[src/rtl/wb_line_refill_master.sv]
// Wishbone B4 master: turns cache line fills into incrementing bursts and
// single-word stores into classic write cycles, with retry/error/timeout handling.
//
// state     | meaning
// IDLE      | waiting for a request, req_ready high
// RD_BURST  | incrementing burst read of one cache line in progress
// WR_SINGLE | classic single write cycle in progress
// RETRY_GAP | one idle bus cycle after rty before restarting the request
// FINISH    | request over, done/err are issued on the following cycle
module wb_line_refill_master #(
  parameter int BEATS     = 8,
  parameter int TIMEOUT   = 64,
  parameter int MAX_RETRY = 3
) (
  input  logic                     clk,
  input  logic                     rst,
  input  logic                     req_valid,
  output logic                     req_ready,
  input  logic                     req_we,
  input  logic [31:0]              req_addr,
  input  logic [31:0]              req_wdata,
  input  logic [3:0]               req_sel,
  output logic                     fill_valid,
  output logic [$clog2(BEATS)-1:0] fill_idx,
  output logic [31:0]              fill_data,
  output logic                     done,
  output logic                     err,
  output logic                     wb_cyc_o,
  output logic                     wb_stb_o,
  output logic                     wb_we_o,
  output logic [31:0]              wb_adr_o,
  output logic [3:0]               wb_sel_o,
  output logic [31:0]              wb_dat_o,
  output logic [2:0]               wb_cti_o,
  output logic [1:0]               wb_bte_o,
  input  logic [31:0]              wb_dat_i,
  input  logic                     wb_ack_i,
  input  logic                     wb_err_i,
  input  logic                     wb_rty_i
);

  localparam int IW = $clog2(BEATS);
  localparam int OW = IW + 2;
  localparam int TW = $clog2(TIMEOUT + 1);
  localparam int RW = (MAX_RETRY < 1) ? 1 : $clog2(MAX_RETRY + 1);

  typedef enum logic [2:0] {
    IDLE      = 3'd0,
    RD_BURST  = 3'd1,
    WR_SINGLE = 3'd2,
    RETRY_GAP = 3'd3,
    FINISH    = 3'd4
  } state_t;

  state_t state, state_n;

  logic [IW-1:0] beat;
  logic [TW-1:0] tmo_cnt;
  logic [RW-1:0] retry_cnt;
  logic          abort_q;
  logic          lat_we;
  logic [31:0]   lat_addr;
  logic [31:0]   lat_wdata;
  logic [3:0]    lat_sel;

  logic          accept, launch, data_st, retry_max, tmo_hit, last_beat;
  logic          l_we;
  logic [31:0]   l_addr, l_wdata;
  logic [3:0]    l_sel;

  // done is held off the ready path so a new request lands after the pulse
  assign req_ready = (state == IDLE) && !done;
  assign accept    = req_valid && req_ready;
  assign launch    = accept || (state == RETRY_GAP);
  assign data_st   = (state == RD_BURST) || (state == WR_SINGLE);
  assign retry_max = (retry_cnt == RW'(MAX_RETRY));
  assign tmo_hit   = (tmo_cnt == TW'(TIMEOUT - 1));
  assign last_beat = (beat == IW'(BEATS - 1));
  assign wb_bte_o  = 2'b00;

  // Request fields come from the port on accept, from the latch on restart.
  assign l_we    = accept ? req_we : lat_we;
  assign l_addr  = accept ? (req_we ? req_addr : {req_addr[31:OW], {OW{1'b0}}}) : lat_addr;
  assign l_wdata = accept ? req_wdata : lat_wdata;
  assign l_sel   = accept ? req_sel : lat_sel;

  always_ff @(posedge clk) begin
    if (rst) state <= IDLE;
    else     state <= state_n;
  end

  always_comb begin
    state_n = state;
    unique case (state)
      IDLE: begin
        if (accept) state_n = req_we ? WR_SINGLE : RD_BURST;
      end
      RD_BURST, WR_SINGLE: begin
        if (wb_err_i)      state_n = FINISH;
        else if (wb_rty_i) state_n = retry_max ? FINISH : RETRY_GAP;
        else if (wb_ack_i) begin
          if ((state == WR_SINGLE) || last_beat) state_n = FINISH;
        end
        else if (tmo_hit)  state_n = FINISH;
      end
      RETRY_GAP: state_n = lat_we ? WR_SINGLE : RD_BURST;
      FINISH:    state_n = IDLE;
      default:   state_n = IDLE;
    endcase
  end

  always_ff @(posedge clk) begin
    if (rst) begin
      wb_cyc_o   <= 1'b0;
      wb_stb_o   <= 1'b0;
      wb_we_o    <= 1'b0;
      wb_adr_o   <= 32'h0;
      wb_sel_o   <= 4'h0;
      wb_dat_o   <= 32'h0;
      wb_cti_o   <= 3'b000;
      fill_valid <= 1'b0;
      fill_idx   <= '0;
      fill_data  <= 32'h0;
      done       <= 1'b0;
      err        <= 1'b0;
      beat       <= '0;
      tmo_cnt    <= '0;
      retry_cnt  <= '0;
      abort_q    <= 1'b0;
      lat_we     <= 1'b0;
      lat_addr   <= 32'h0;
      lat_wdata  <= 32'h0;
      lat_sel    <= 4'h0;
    end else begin
      fill_valid <= 1'b0;
      done       <= 1'b0;
      err        <= 1'b0;
      if (launch) begin
        if (accept) begin
          lat_we    <= l_we;
          lat_addr  <= l_addr;
          lat_wdata <= l_wdata;
          lat_sel   <= l_sel;
          retry_cnt <= '0;
          abort_q   <= 1'b0;
        end
        wb_cyc_o <= 1'b1;
        wb_stb_o <= 1'b1;
        wb_we_o  <= l_we;
        wb_adr_o <= l_addr;
        wb_sel_o <= l_we ? l_sel : 4'hF;
        wb_dat_o <= l_we ? l_wdata : 32'h0;
        wb_cti_o <= l_we ? 3'b000 : 3'b010;
        beat     <= '0;
        tmo_cnt  <= '0;
      end else if (data_st) begin
        tmo_cnt <= (wb_err_i || wb_rty_i || wb_ack_i) ? '0 : tmo_cnt + TW'(1);
        if (wb_err_i || wb_rty_i || (wb_ack_i && ((state == WR_SINGLE) || last_beat)) ||
            (!wb_ack_i && tmo_hit)) begin
          wb_cyc_o <= 1'b0;
          wb_stb_o <= 1'b0;
          wb_we_o  <= 1'b0;
          wb_cti_o <= 3'b000;
        end
        if (wb_err_i) begin
          abort_q <= 1'b1;
        end else if (wb_rty_i) begin
          if (retry_max) abort_q <= 1'b1;
          else           retry_cnt <= retry_cnt + RW'(1);
        end else if (wb_ack_i) begin
          if (state == RD_BURST) begin
            fill_valid <= 1'b1;
            fill_idx   <= beat;
            fill_data  <= wb_dat_i;
            if (!last_beat) begin
              beat     <= beat + IW'(1);
              wb_adr_o <= wb_adr_o + 32'd4;
              // next beat is the last one of the line
              if (beat == IW'(BEATS - 2)) wb_cti_o <= 3'b111;
            end
          end
        end else if (tmo_hit) begin
          abort_q <= 1'b1;
        end
      end else if (state == FINISH) begin
        done <= 1'b1;
        err  <= abort_q;
      end
    end
  end

endmodule

[config.mk]
export PLATFORM = sky130hd
export DESIGN_NAME = wb_line_refill_master
export DESIGN_NICKNAME = d
export VERILOG_FILES = /design/src/rtl/wb_line_refill_master.sv
export SDC_FILE = /design/constraint.sdc
export NUM_CORES = 1
export LEC_CHECK = 0
export ABC_AREA = 1
export CORE_MARGIN = 2
export CORE_UTILIZATION = 53
export DETAILED_ROUTE_END_ITERATION = 12
export DONT_BUFFER_PORTS = 1
export GPL_TIMING_DRIVEN = 0
export PLACE_DENSITY = 0.66
export SKIP_LAST_GASP = 1
export SYNTH_ARGS = -nofsm -noshare
export SYNTH_HDL_FRONTEND = slang
export SYNTH_SLANG_ARGS = --single-unit
[constraint.sdc]
create_clock -name clk -period 2.2 [get_ports clk]
set_input_delay 0.44 -clock clk [delete_from_list [all_inputs] [get_ports clk]]
set_output_delay 0.44 -clock clk [all_outputs]
set_load 0.05 [all_outputs]
==> flow_metrics.env <==
export IMPL_status="finished, final reports clean"
export IMPL_dr_pass1_iters=5
export IMPL_grt_pass1_vias=6704
export IMPL_drv_slew=0
export IMPL_slew_headroom_pct=50.8
export IMPL_critPathMaxStageDelay_ns=0.72
export IMPL_cts_path_max_buffers=2
export IMPL_antenna_cells=0
export IMPL_post_cts_repair_setup_buffers=0
export IMPL_antenna_found_initial=1
export IMPL_crit_chain="nand2_1 > nor2_1 > nand3_1 > nor2_1 > nand3_1 > nand3_1 > a21oi_1"
export IMPL_dpl_cell_area_um2=8790
export IMPL_htreeDepth=4
export IMPL_start_kind="register"
export IMPL_root_buffer="clkbuf_16"
export IMPL_die_x_um=131
export IMPL_ioPinCount=222
export IMPL_yosys_area_top_type="dfxtp_1"
export IMPL_synth_area_leaders="dfxtp_1 (46%), nand2_1 (18%), nor2_1 (7.6%)"
export IMPL_grt_pass1_wl_um=34100
export IMPL_yosysTopAreaCellShare_pct=46.1
export IMPL_remaining_drc_errors=0
export IMPL_total_power_mw=12.5
export IMPL_skew_ns=0.00810
export IMPL_clk_pin_slew_ns=0.07
export IMPL_synth_top_cells_by_count="nand2_1 (399), dfxtp_1 (196), nor2_1 (172)"
export IMPL_grt_usage_pct=25.9
export IMPL_worstPathArrival_ns=2.35
export IMPL_p_leak_nw=3.99
export IMPL_clock_sinks=196
export IMPL_crit_top_cell="nand3_1"
export IMPL_critical_path_class="register to register"
export IMPL_finalHoldViolCount=0
export IMPL_wirelength_um=21900
export IMPL_worstSkewPairLatency_ns=0.44
export IMPL_rsz0062_at_grt="no"
export IMPL_holdBufCountCts=0
export IMPL_finalNonFillerCells=1431
export IMPL_dp_cells=1400
export IMPL_maxCapViolations=0
export IMPL_hp_class="primary input to register"
export IMPL_final_area_um2=9380
export IMPL_grt_max_degree=18
export IMPL_dp_hpwl_um=16300
export IMPL_cp_required_ns=2.51
export IMPL_viasPerCell=5.07
export IMPL_avgSynthCellArea_um2=7.20
export IMPL_power_density_nw_per_um2=1330
export IMPL_hold_slack_ns=0.152
export IMPL_postLayoutCoreUtil_pct=59.5
export IMPL_ys_types=44
export IMPL_fin_crit_ns=2.04
export IMPL_netlist_area_um2=8510
export IMPL_fmax_ghz=0.490
export IMPL_ys_warn_count=0
export IMPL_core_um2=15800
export IMPL_cts_tree="done"
export IMPL_layout_drive_gt1_share_pct=11.2
export IMPL_ant_nets=0
export IMPL_drt_iter0_drc=398
export IMPL_finish_net_count=1316
export IMPL_syn_inst=1183
export IMPL_setup_viol=0
export IMPL_synth_most_common_cell="nand2_1"
export IMPL_wl_per_cell_um=15.3
export IMPL_gp_routability_congestion=0.902
export IMPL_synth_top_flop_cell="dfxtp_1"
export IMPL_path_delay_family="simple AND/OR/NAND/NOR gates"
export IMPL_portBuffers=0
export IMPL_synthArstFlopShare_pct=0
export IMPL_cts_buffers=17
export IMPL_die_area_um2=17100
export IMPL_crit_slowest_cell="dfxtp_1"
export IMPL_die_height_um=131
export IMPL_synth_edff_count=0
export IMPL_cp_num_buf_inv=0
export IMPL_start_util_pct=54.0
export IMPL_path_max_fanout=5
export IMPL_worst_slew_pin_slew_ns=0.739
export IMPL_syn_to_final_growth_pct=10.2
export IMPL_crit_path_end_kind="register"
export IMPL_grt_ovfl_total=0
export IMPL_ys_seq_elements=196
export IMPL_ir_drop_mv=0.809
export IMPL_vias=7256
export IMPL_fin_crit_sh_pct=92.8
export IMPL_rows=46
export IMPL_yosysSeqAreaShare_pct=46.1
## final timing paths
check / startpoint / to / slack, ns / depth (start not counted)
setup / recovery: wb_adr_o[13]$_SDFFE_PP0P_ / wb_adr_o[20]$_SDFFE_PP0P_ / 0.16 / 7
hold / removal: req_wdata[8] / lat_wdata[8]$_SDFFE_PP0P_ / 0.15 / 2
setup reg to reg: wb_adr_o[13]$_SDFFE_PP0P_ / wb_adr_o[20]$_SDFFE_PP0P_ / 0.16 / 7
hold reg to reg: retry_cnt[0]$_SDFFE_PP0P_ / retry_cnt[0]$_SDFFE_PP0P_ / 0.46 / 1
## per-layer routing
metal / vias up / routed length, µm / track usage (%) / share of wire [%]
met5: - / 11 / 0 / 0.050
met4: 2 / 366 / 7.82 / 1.7
met3: 33 / 2220 / 10.4 / 10
met2: 221 / 9830 / 41.6 / 45
met1: 3237 / 9500 / 32.3 / 43
li1: 3763 / - / - / -
## worst register-to-register path, stage by stage, from the launching register on
cell	delay, ns
dfxtp_1	0.72
nand2_1	0.16
nor2_1	0.22
nand3_1	0.28
nor2_1	0.24
nand3_1	0.10
nand3_1	0.13
a21oi_1	0.06
## cell type report
class / instances / area, µm²
Multi-Input combinational cell: 842 / 3900
Clock inverter: 12 / 148
Fill cell: 1588 / 6390
Buffer: 58 / 362
Inverter: 88 / 335
Sequential cell: 196 / 3940
Clock buffer: 19 / 433
Tap cell: 216 / 270
## stage by stage
step	TNS [ns]	setup WS [ns]
3_5_place_dp	-0.304	-0.151
5_1_grt	0	0.0102
3_3_place_gp	-0.235	-0.123
6_report	0	0.159
2_1_floorplan	0	0.293
4_1_cts	0	0.0209
## sequential cells by signal (all words and copies together) (netlist names)
signal / cells
lat_sel: 4
tmo_cnt: 7
abort_q: 1
lat_addr: 32
retry_cnt: 2
done: 1
wb_cti_o: 3
wb_we_o: 1
wb_sel_o: 4
lat_we: 1
beat: 3
fill_data: 32
fill_idx: 3
lat_wdata: 32
wb_stb_o: 1
fill_valid: 1
wb_dat_o: 32
err: 1
state: 3
wb_adr_o: 32
## cells in the final DEF (no fill, tap or decap), drive strengths merged, types with 4 or more instances in the layout
master,netlist,layout
a21oi,78,78
a31oi,5,5
buf,43,43
clkbuf,15,34
clkinv,1,5
dfxtp,196,196
ha,6,6
inv,87,92
nand2,402,402
nand3,38,38
nand3b,6,6
nand4,4,4
nor2,178,178
nor3,5,5
o211ai,11,11
o21ai,75,75
or2,6,6
xor2,10,10
## power by group
group          internal (mW)  switching (mW)  leakage [nW]  total [mW]
clock network           1.70            1.42         0.282        3.12
registers               4.20            1.63          1.60        5.83
logic                   1.24            2.34          2.11        3.58
## kinds of logic (layout without fill, tap and decap cells)
family / count (synthesis) / count (layout) / synth area share (%)
AO/OA/AOI/OAI: 178 / 178 / 12.9
XOR/XNOR: 13 / 13 / 1.34
adder cells (fa/ha/maj): 6 / 6 / 0.882
buffers and inverters: 146 / 177 / 8.19
flip-flops: 196 / 196 / 46.1
other: 1 / 2 / 0.0440
AND/OR/NAND/NOR: 643 / 643 / 30.6
## timing repair
action                                  in CTS  in global routing
endpoints found under the hold margin        0                  0
gates resized for setup                      2                  8
endpoints found under the setup margin       3                 10
No activity file was read; power rests on OpenSTA's default activity.
